File: src/rtl/relu_cpu_driver.sv
`default_nettype none
`timescale 1ns/1ps
// +--------------------------------------------------------------------------+
// | relu_cpu_driver                                                          |
// | Streams a row-major matrix into a ReLU engine, starts it, and streams    |
// | the results back out with per-phase cycle timeouts.                      |
// | Revision: 1.0                                                            |
// +--------------------------------------------------------------------------+
module relu_cpu_driver #(
  parameter int NRows   = 8,
  parameter int NCols   = 8,
  parameter int Data_W  = 32,
  parameter int TIMEOUT = 1024
) (
  input  logic              clk,
  input  logic              rst_n,
  input  logic              cmd_go,
  output logic              cmd_busy,
  output logic              cmd_done,
  output logic              cmd_err,
  input  logic              in_valid,
  output logic              in_ready,
  input  logic [Data_W-1:0] in_data,
  output logic              eng_x_we,
  output logic [31:0]       eng_x_row,
  output logic [31:0]       eng_x_col,
  output logic [Data_W-1:0] eng_x_wdata,
  output logic              eng_start,
  input  logic              eng_busy,
  input  logic              eng_done,
  output logic              eng_y_re,
  output logic [31:0]       eng_y_row,
  output logic [31:0]       eng_y_col,
  input  logic [Data_W-1:0] eng_y_rdata,
  input  logic              eng_y_rvalid,
  output logic              out_valid,
  input  logic              out_ready,
  output logic [Data_W-1:0] out_data,
  output logic              out_last
);

  localparam int          c_TW       = $clog2(TIMEOUT + 1);
  localparam logic [31:0] c_LAST_ROW = 32'(NRows - 1);
  localparam logic [31:0] c_LAST_COL = 32'(NCols - 1);
  localparam logic [c_TW-1:0] c_TO_M1 = c_TW'(TIMEOUT - 1);

  typedef enum logic [3:0] {
    IDLE    = 4'd0,
    LOAD    = 4'd1,
    START   = 4'd2,
    WAIT    = 4'd3,
    RD_REQ  = 4'd4,
    RD_WAIT = 4'd5,
    OUT     = 4'd6,
    FIN     = 4'd7,
    ERR     = 4'd8
  } state_t;

  state_t            r_state;
  state_t            w_state_nxt;
  logic [31:0]       r_row;
  logic [31:0]       r_col;
  logic [c_TW-1:0]   r_timer;
  logic [c_TW-1:0]   w_timer_inc;
  logic              r_out_valid;
  logic [Data_W-1:0] r_out_data;

  logic w_last;
  logic w_in_hs;
  logic w_cnt_clr;
  logic w_cnt_inc;
  logic w_tmr_clr;
  logic w_tmr_inc;
  logic w_capture;

  // Engine busy is informational only; the sequence is driven by done/rvalid.
  logic w_unused_busy;
  assign w_unused_busy = eng_busy;

  assign w_last      = (r_row == c_LAST_ROW) && (r_col == c_LAST_COL);
  assign w_in_hs     = (r_state == LOAD) && in_valid;
  assign w_timer_inc = r_timer + 1'b1;
  assign w_capture   = (r_state == RD_WAIT) && eng_y_rvalid;

  always_comb begin
    w_state_nxt = r_state;
    w_cnt_clr   = 1'b0;
    w_cnt_inc   = 1'b0;
    w_tmr_clr   = 1'b0;
    w_tmr_inc   = 1'b0;
    case (r_state)
      IDLE: begin
        if (cmd_go) begin
          w_state_nxt = LOAD;
          w_cnt_clr   = 1'b1;
        end
      end
      LOAD: begin
        if (in_valid) begin
          w_cnt_inc = 1'b1;
          if (w_last) w_state_nxt = START;
        end
      end
      START: begin
        w_state_nxt = WAIT;
        w_tmr_clr   = 1'b1;
      end
      WAIT: begin
        if (eng_done) begin
          w_state_nxt = RD_REQ;
          w_cnt_clr   = 1'b1;
        end else if (w_timer_inc == c_TO_M1) begin
          w_state_nxt = ERR;
        end else begin
          w_tmr_inc = 1'b1;
        end
      end
      RD_REQ: begin
        w_state_nxt = RD_WAIT;
        w_tmr_clr   = 1'b1;
      end
      RD_WAIT: begin
        if (eng_y_rvalid) begin
          w_state_nxt = OUT;
        end else if (r_timer == c_TO_M1) begin
          w_state_nxt = ERR;
        end else begin
          w_tmr_inc = 1'b1;
        end
      end
      OUT: begin
        if (out_ready) begin
          if (w_last) begin
            w_state_nxt = FIN;
          end else begin
            w_cnt_inc   = 1'b1;
            w_state_nxt = RD_REQ;
          end
        end
      end
      FIN:     w_state_nxt = IDLE;
      ERR:     w_state_nxt = IDLE;
      default: w_state_nxt = IDLE;
    endcase
  end

  always_ff @(posedge clk or negedge rst_n) begin
    if (!rst_n) begin
      r_state <= IDLE;
    end else begin
      r_state <= w_state_nxt;
    end
  end

  // Column-fastest walk; wraps back to (0,0) after the final element.
  always_ff @(posedge clk or negedge rst_n) begin
    if (!rst_n) begin
      r_row <= 32'd0;
      r_col <= 32'd0;
    end else if (w_cnt_clr) begin
      r_row <= 32'd0;
      r_col <= 32'd0;
    end else if (w_cnt_inc) begin
      if (r_col == c_LAST_COL) begin
        r_col <= 32'd0;
        r_row <= (r_row == c_LAST_ROW) ? 32'd0 : r_row + 32'd1;
      end else begin
        r_col <= r_col + 32'd1;
      end
    end
  end

  always_ff @(posedge clk or negedge rst_n) begin
    if (!rst_n) begin
      r_timer <= '0;
    end else if (w_tmr_clr) begin
      r_timer <= '0;
    end else if (w_tmr_inc) begin
      r_timer <= w_timer_inc;
    end
  end

  always_ff @(posedge clk or negedge rst_n) begin
    if (!rst_n) begin
      r_out_valid <= 1'b0;
      r_out_data  <= '0;
    end else if (w_capture) begin
      r_out_valid <= 1'b1;
      r_out_data  <= eng_y_rdata;
    end else if (((r_state == OUT) && out_ready) || (r_state == ERR)) begin
      r_out_valid <= 1'b0;
    end
  end

  assign cmd_busy    = (r_state != IDLE);
  assign cmd_done    = (r_state == FIN);
  assign cmd_err     = (r_state == ERR);
  assign in_ready    = (r_state == LOAD);
  assign eng_x_we    = w_in_hs;
  assign eng_x_row   = r_row;
  assign eng_x_col   = r_col;
  // Gated so the write bus reads zero whenever no write is happening.
  assign eng_x_wdata = w_in_hs ? in_data : '0;
  assign eng_start   = (r_state == START);
  assign eng_y_re    = (r_state == RD_REQ);
  assign eng_y_row   = r_row;
  assign eng_y_col   = r_col;
  assign out_valid   = r_out_valid;
  assign out_data    = r_out_data;
  assign out_last    = (r_state == OUT) && w_last;

endmodule
`default_nettype wire
File: config.mk
export PLATFORM = sky130hd
export DESIGN_NAME = relu_cpu_driver
export DESIGN_NICKNAME = d
export VERILOG_FILES = /design/src/rtl/relu_cpu_driver.sv
export SDC_FILE = /design/constraint.sdc
export NUM_CORES = 1
export LEC_CHECK = 0
export ABC_AREA = 1
export BUFFER_PORTS_ARGS = -buffer_cell sky130_fd_sc_hd__buf_2
export CORE_MARGIN = 1.5
export CORE_UTILIZATION = 50
export CTS_CLUSTER_SIZE = 30
export DETAILED_ROUTE_END_ITERATION = 16
export PLACE_DENSITY = 0.86
export REMOVE_ABC_BUFFERS = 1
export SLEW_MARGIN = 25
export SYNTH_ARGS = -nofsm -noshare
export SYNTH_HDL_FRONTEND = slang
export SYNTH_SLANG_ARGS = --single-unit
File: constraint.sdc
create_clock -name clk -period 2.4 [get_ports clk]
set_input_delay 0.24 -clock clk [delete_from_list [all_inputs] [get_ports clk]]
set_output_delay 0.24 -clock clk [all_outputs]
set_load 0.01 [all_outputs]
### Word level (Yosys, flattened, before mapping)

Index checks and enable logic that the tools add are counted.

* order comparisons: 0
* shifts and indexed selects: 0
* eq/ne operators: 18
* multiply operators: 0
* reductions and logical operators: 15
* muxes and demuxes: 35
* div/mod/pow operators: 0
* add/sub/neg operators: 3
* bitwise gates (word level): 0

Operators by type and width (count)
* 32-bit 2-to-1 mux: 8
* 32-bit by 1-bit adder with 32-bit output (second input constant): 2
* 32-bit by 3-bit == test with 1-bit output (second input constant): 2
* 4-bit 2-to-1 mux: 8
* 4-bit case mux with 7 select lines: 1
* 11-bit by 10-bit == test with 1-bit output (second input constant): 2
* 11-bit 2-to-1 mux: 2
* 4-bit by 3-bit == test with 1-bit output (second input constant): 4
* 1-bit 2-to-1 mux: 12
* 11-bit by 1-bit adder with 11-bit output (second input constant): 1
* 4-bit by 2-bit == test with 1-bit output (second input constant): 2
* 2-bit nonzero test: 4
* 2-bit != test (second input constant): 3
* 1-bit case mux with 2 select lines: 3
* 6-bit AND reduction: 1
* 1-bit logical AND: 5
* 4-bit by 1-bit == test with 1-bit output (second input constant): 1
* 4-bit == test (second input constant): 1
* 4-bit zero test: 1
* 4-bit nonzero test: 1
* 3-bit by 2-bit != test with 1-bit output (second input constant): 1
* 3-bit != test (second input constant): 1
* 2-bit 2-to-1 mux: 1
* 2-bit by 1-bit != test with 1-bit output (second input constant): 1
* other kinds (3): 3

* bits in read-only memories: 0
* memories: 0
* output and inout bits: 201
* latch bits: 0
* word-level logic and storage cells: 77
* bits in writable memories: 0
* flip-flop bits (word level): 112
* input port bits: 72

### Depth between registers and ports, before layout

* word-level depth: 7
* gate-level depth with buffers: 15
* mapped depth without buffers: 13

### Worst setup path before layout

Ideal clock, no wire load.

* path type: flip-flop to flip-flop
* start point: reg r_row[0] (netlist: eng_x_row[0])
* end point: reg r_row[27] (netlist: eng_x_row[27])
* arrival time: 1848 ps
* slack: 475 ps
* cell stages (with the launch flop): 16
* period minus slack after synthesis: 1925 ps
* data required time: 2324 ps
* path through: dfrtp_1 ha_1 nand2_1 inv_1 nand2_1 nor2_1 nand2_1 nor2_2 nand2_2 nand2_2 nand3_4 nand2_4 buf_8 buf_8 nand2_1 o21ai_1

* longest elaborated chain between the ends: 7
* elaborated cells between the ends (all ways): 12

Ends and longest elaborated chain
* from (decl): RTL line 61 `logic [31:0] r_row;`
* from (signal assigned): RTL line 166 `r_row <= (r_row == c_LAST_ROW) ? 32'd0 : r_row + 32'd1;`
* parallel branches: the longest is 7 deep, another holds 32-bit by 1-bit adder with 32-bit output

Several ways; the timed one is not identified. The select of a mux whose other input is x is not followed.
A chain may end at the register's enable or synchronous reset.

### Worst setup path after layout

* start point: reg r_state[3]
* end point: out eng_x_wdata[7]

* longest elaborated chain between the ends: 3

Ends and longest elaborated chain
* from (decl): RTL line 59 `state_t r_state;`
* from (signal assigned): RTL line 151 `r_state <= w_state_nxt;`
* 4-bit by 1-bit == test with 1-bit output: RTL line 81 `assign w_in_hs = (r_state == LOAD) && in_valid;`
* 1-bit logical AND: RTL line 81
* 32-bit 2-to-1 mux: RTL line 203 `assign eng_x_wdata = w_in_hs ? in_data : '0;`
* to (decl): RTL line 27 `output logic [Data_W-1:0] eng_x_wdata,`

No other way between the ends.

==> out/results.tsv <==
metric	value	unit
outcome	finished clean	
area_growth	20.89	%
die_h	127.1	um
initial_core_util	51.00	%
layout-drive-gt1-share	26.13	%
syn-instance-count	1158	
synth_seq_cells	112	
synthMuxAreaShare	0	%
r2r_end	eng_x_col[10]	
ir_drop	576.8	uV
port_buffers	271	
worstHoldStart	eng_y_rdata[12]	
core.rowCount	45	
ys_top_cells_by_area	dfrtp_1, nand2_1, nor2_1	
drt_first_pass_iters	8	
wl_per_cell	13.74	um
drcViolationCount	0	
synthArstFlopShare	100.0	%
synth_warnings	0	
cts-root-buf	clkbuf_16	
dpl.hpwl	16.40	mm
h-tree-depth	3	
power_density	880.9	mW/mm2
cts_tree	done	
clk_pin_slew	0.09	ns
synth_flop_cell	dfrtp_1	
critPathBufInv	5	
fillers	1402	
fin_nets	1464	
worst_slew_pin_slew	0.4895	ns
grt_max_degree	59	
min_to	out_data[12]	
path_class	reg2out	
finalHoldViolCount	0	
drt_wl_total	21.72	mm
routabilityCongestion	1.002	
ant_nets	0	
yosysTopAreaCellShare	36.42	%
avgSynthCellArea	6.645	um2
wl_met3	1.760	mm
synth_top_family_by_area	simple AND/OR/NAND/NOR gates	
grt_antenna_before_repair	0	
p_leak	5.223	nW
synth_xor_area_share	3.187	%
yosys.area_share.simple	39.50	%
setup_violations	0	
fin_tns_setup	0	ns
vias	8222	
hold_path_depth	3	
post_cts_buffers	0	
rsz0062_at_grt	no	
ys_types	39	
path_max_fanout	33	
finalCriticalPeriod	2.192	ns
cp-end-kind	output port	
power.total	8.195	mW
cp.arrival	1.95	ns
drtIter0Drc	675	
reg2reg_depth	11	
setup_slack	0.2078	ns
synth_compound_area_share	5.171	%
dieArea	0.01614	mm2
grt_pass1_wl	34.97	mm
crit_top_cell	inv_1	
clock-sinks	112	
grt_pass1_vias	7303	
top_layer	met4	
holdWs	0.06197	ns
synth_top_area_cell	dfrtp_1	
wl_met2	10.57	mm
io_pins	273	
reg2reg_slack	0.24	ns
die_x	127.1	um
path_depth	9	
placed_area	0.008980	mm2
max_stage_delay	0.40	ns
cp_slowest_cell	dfrtp_1	
slew_headroom	67.36	%
final_area	0.009303	mm2
fmax	0.4562	GHz
synth_area	0.007695	mm2
grt-ovfl-total	0	
synth_edf_count	0	
r2r-start	eng_x_row[12]	
cap_violations	0	
preCtsSetupSlack	0.2558	ns
clock_path_buffers	2	
fin_skew	0.007791	ns
period_share	91.34	%
worstSetupStartpointType	register	
diodes	0	
synth_fa_ha_area_share	0.6504	%
clk_latency	0.37	ns
core	0.01509	mm2
met1Wirelength	9.022	mm
worst_ep_required_time	2.16	ns
seq_area_frac_synth	36.42	%
path_delay_family	buffers and inverters	
cts_buffers	9	
via_per_inst	5.201	
finalMaxSlewViolations	0	
grtUsageTotal	26.79	%
hp-class	in2reg	
cp_cell_sequence	inv_1, nand2_1, inv_1, nand3_1, inv_1, nand2_1, buf_4, nor2_1, buf_2	
## sequential cells by signal, summed over array words and instances (netlist names)
signal and flops:
eng_x_col 32, eng_x_row 32, out_data 32, out_valid 1, r_state 4, r_timer 11
## layout by cell type (no fill, tap or decap), drive strengths merged, types with 2 or more instances in the layout
cell    instances
nand2         368
buf           320
nor2          168
inv           126
dfrtp         112
nand3          77
o21ai          61
nand4          44
nor3           41
xor2           28
clkbuf          9
a21oi           7
or2             5
clkinv          5
nand3b          4
ha              4
o22ai           2
a21o            2
nor3b           2
and3            2
nor4            2
## metrics by stage
step	instances	util (%)
after detailed placement	1564	59.51
final	1581	61.65
after floorplan	1056	-
after CTS	1581	61.63
after global placement	1564	59.51
after global routing	1581	61.65
## cell usage after synthesis (2+ instances only)
| cell | instances |
|---|---|
| a21o_1 | 2 |
| a21oi_1 | 7 |
| and3_1 | 2 |
| buf_1 | 3 |
| buf_2 | 9 |
| buf_4 | 65 |
| buf_8 | 4 |
| clkbuf_1 | 19 |
| dfrtp_1 | 112 |
| ha_1 | 4 |
| inv_1 | 118 |
| inv_2 | 4 |
| nand2_1 | 364 |
| nand2_2 | 3 |
| nand3_1 | 76 |
| nand3b_1 | 4 |
| nand4_1 | 44 |
| nor2_1 | 159 |
| nor2_2 | 8 |
| nor3_1 | 40 |
| nor3b_1 | 2 |
| nor4_1 | 2 |
| o21ai_0 | 39 |
| o21ai_1 | 20 |
| o21ai_2 | 2 |
| o22ai_1 | 2 |
| or2_2 | 5 |
| xor2_1 | 28 |
## worst max-delay path by stage
stage / from / endpoint / slack, ns
after CTS: r_state[3] / eng_x_wdata[13] / 0.19
after global placement: eng_x_row[8] / eng_x_col[10] / 0.30
after detailed placement: eng_x_row[12] / eng_x_col[10] / 0.26
after global routing: r_timer[0] / r_timer[2] / 0.0009
final: r_state[3] / eng_x_wdata[7] / 0.21
after floorplan: r_state[3] / r_state[2] / -0.79
## logic make-up after synthesis
family	count (synthesis)
DFF	112
xor gates and xnor gates	28
adders and majority gates	4
buffers and inverters	226
AOI/OAI and AO/OA	75
and+or+nand+nor	713
## area by class of cell
| type | instances | area (um2) | area share [%] |
|---|---|---|---|
| timing repair buffer | 321 | 1753 | 18.84 |
| tap | 188 | 235.2 | 2.529 |
| clock inverter | 7 | 83.83 | 0.9011 |
| sequential | 112 | 2803 | 30.13 |
| clock buffer | 9 | 225.2 | 2.421 |
| multi-input combinational | 820 | 3735 | 40.15 |
| inverter | 124 | 467.9 | 5.030 |
## routing by layer
metal | vias up | global-route usage, %
li1 | 4065 | -
met1 | 3710 | 35.02
met2 | 416 | 46.48
met3 | 31 | 3.643
met4 | 0 | 8.021
met5 | - | 0
## report_power, final
part	switching, mW	internal [mW]	total (mW)
clock	0.825	0.750	1.57
combinational	2.56	1.36	3.92
sequential	0.351	2.35	2.70
## worst min-delay path, delay by kind of cell
family	cells	cell delay [ns]
buffers and inverters	1	0.07
AND/OR/NAND/NOR	2	0.09
## what timing repair did
| item | in CTS | in global routing |
|---|---|---|
| endpoints found under the setup margin | 0 | 2 |
| hold buffers | 1 | 0 |
| resized for setup | 0 | 1 |
| hold endpoints to repair | 21 | 0 |
(Power assumes the default switching activity.)
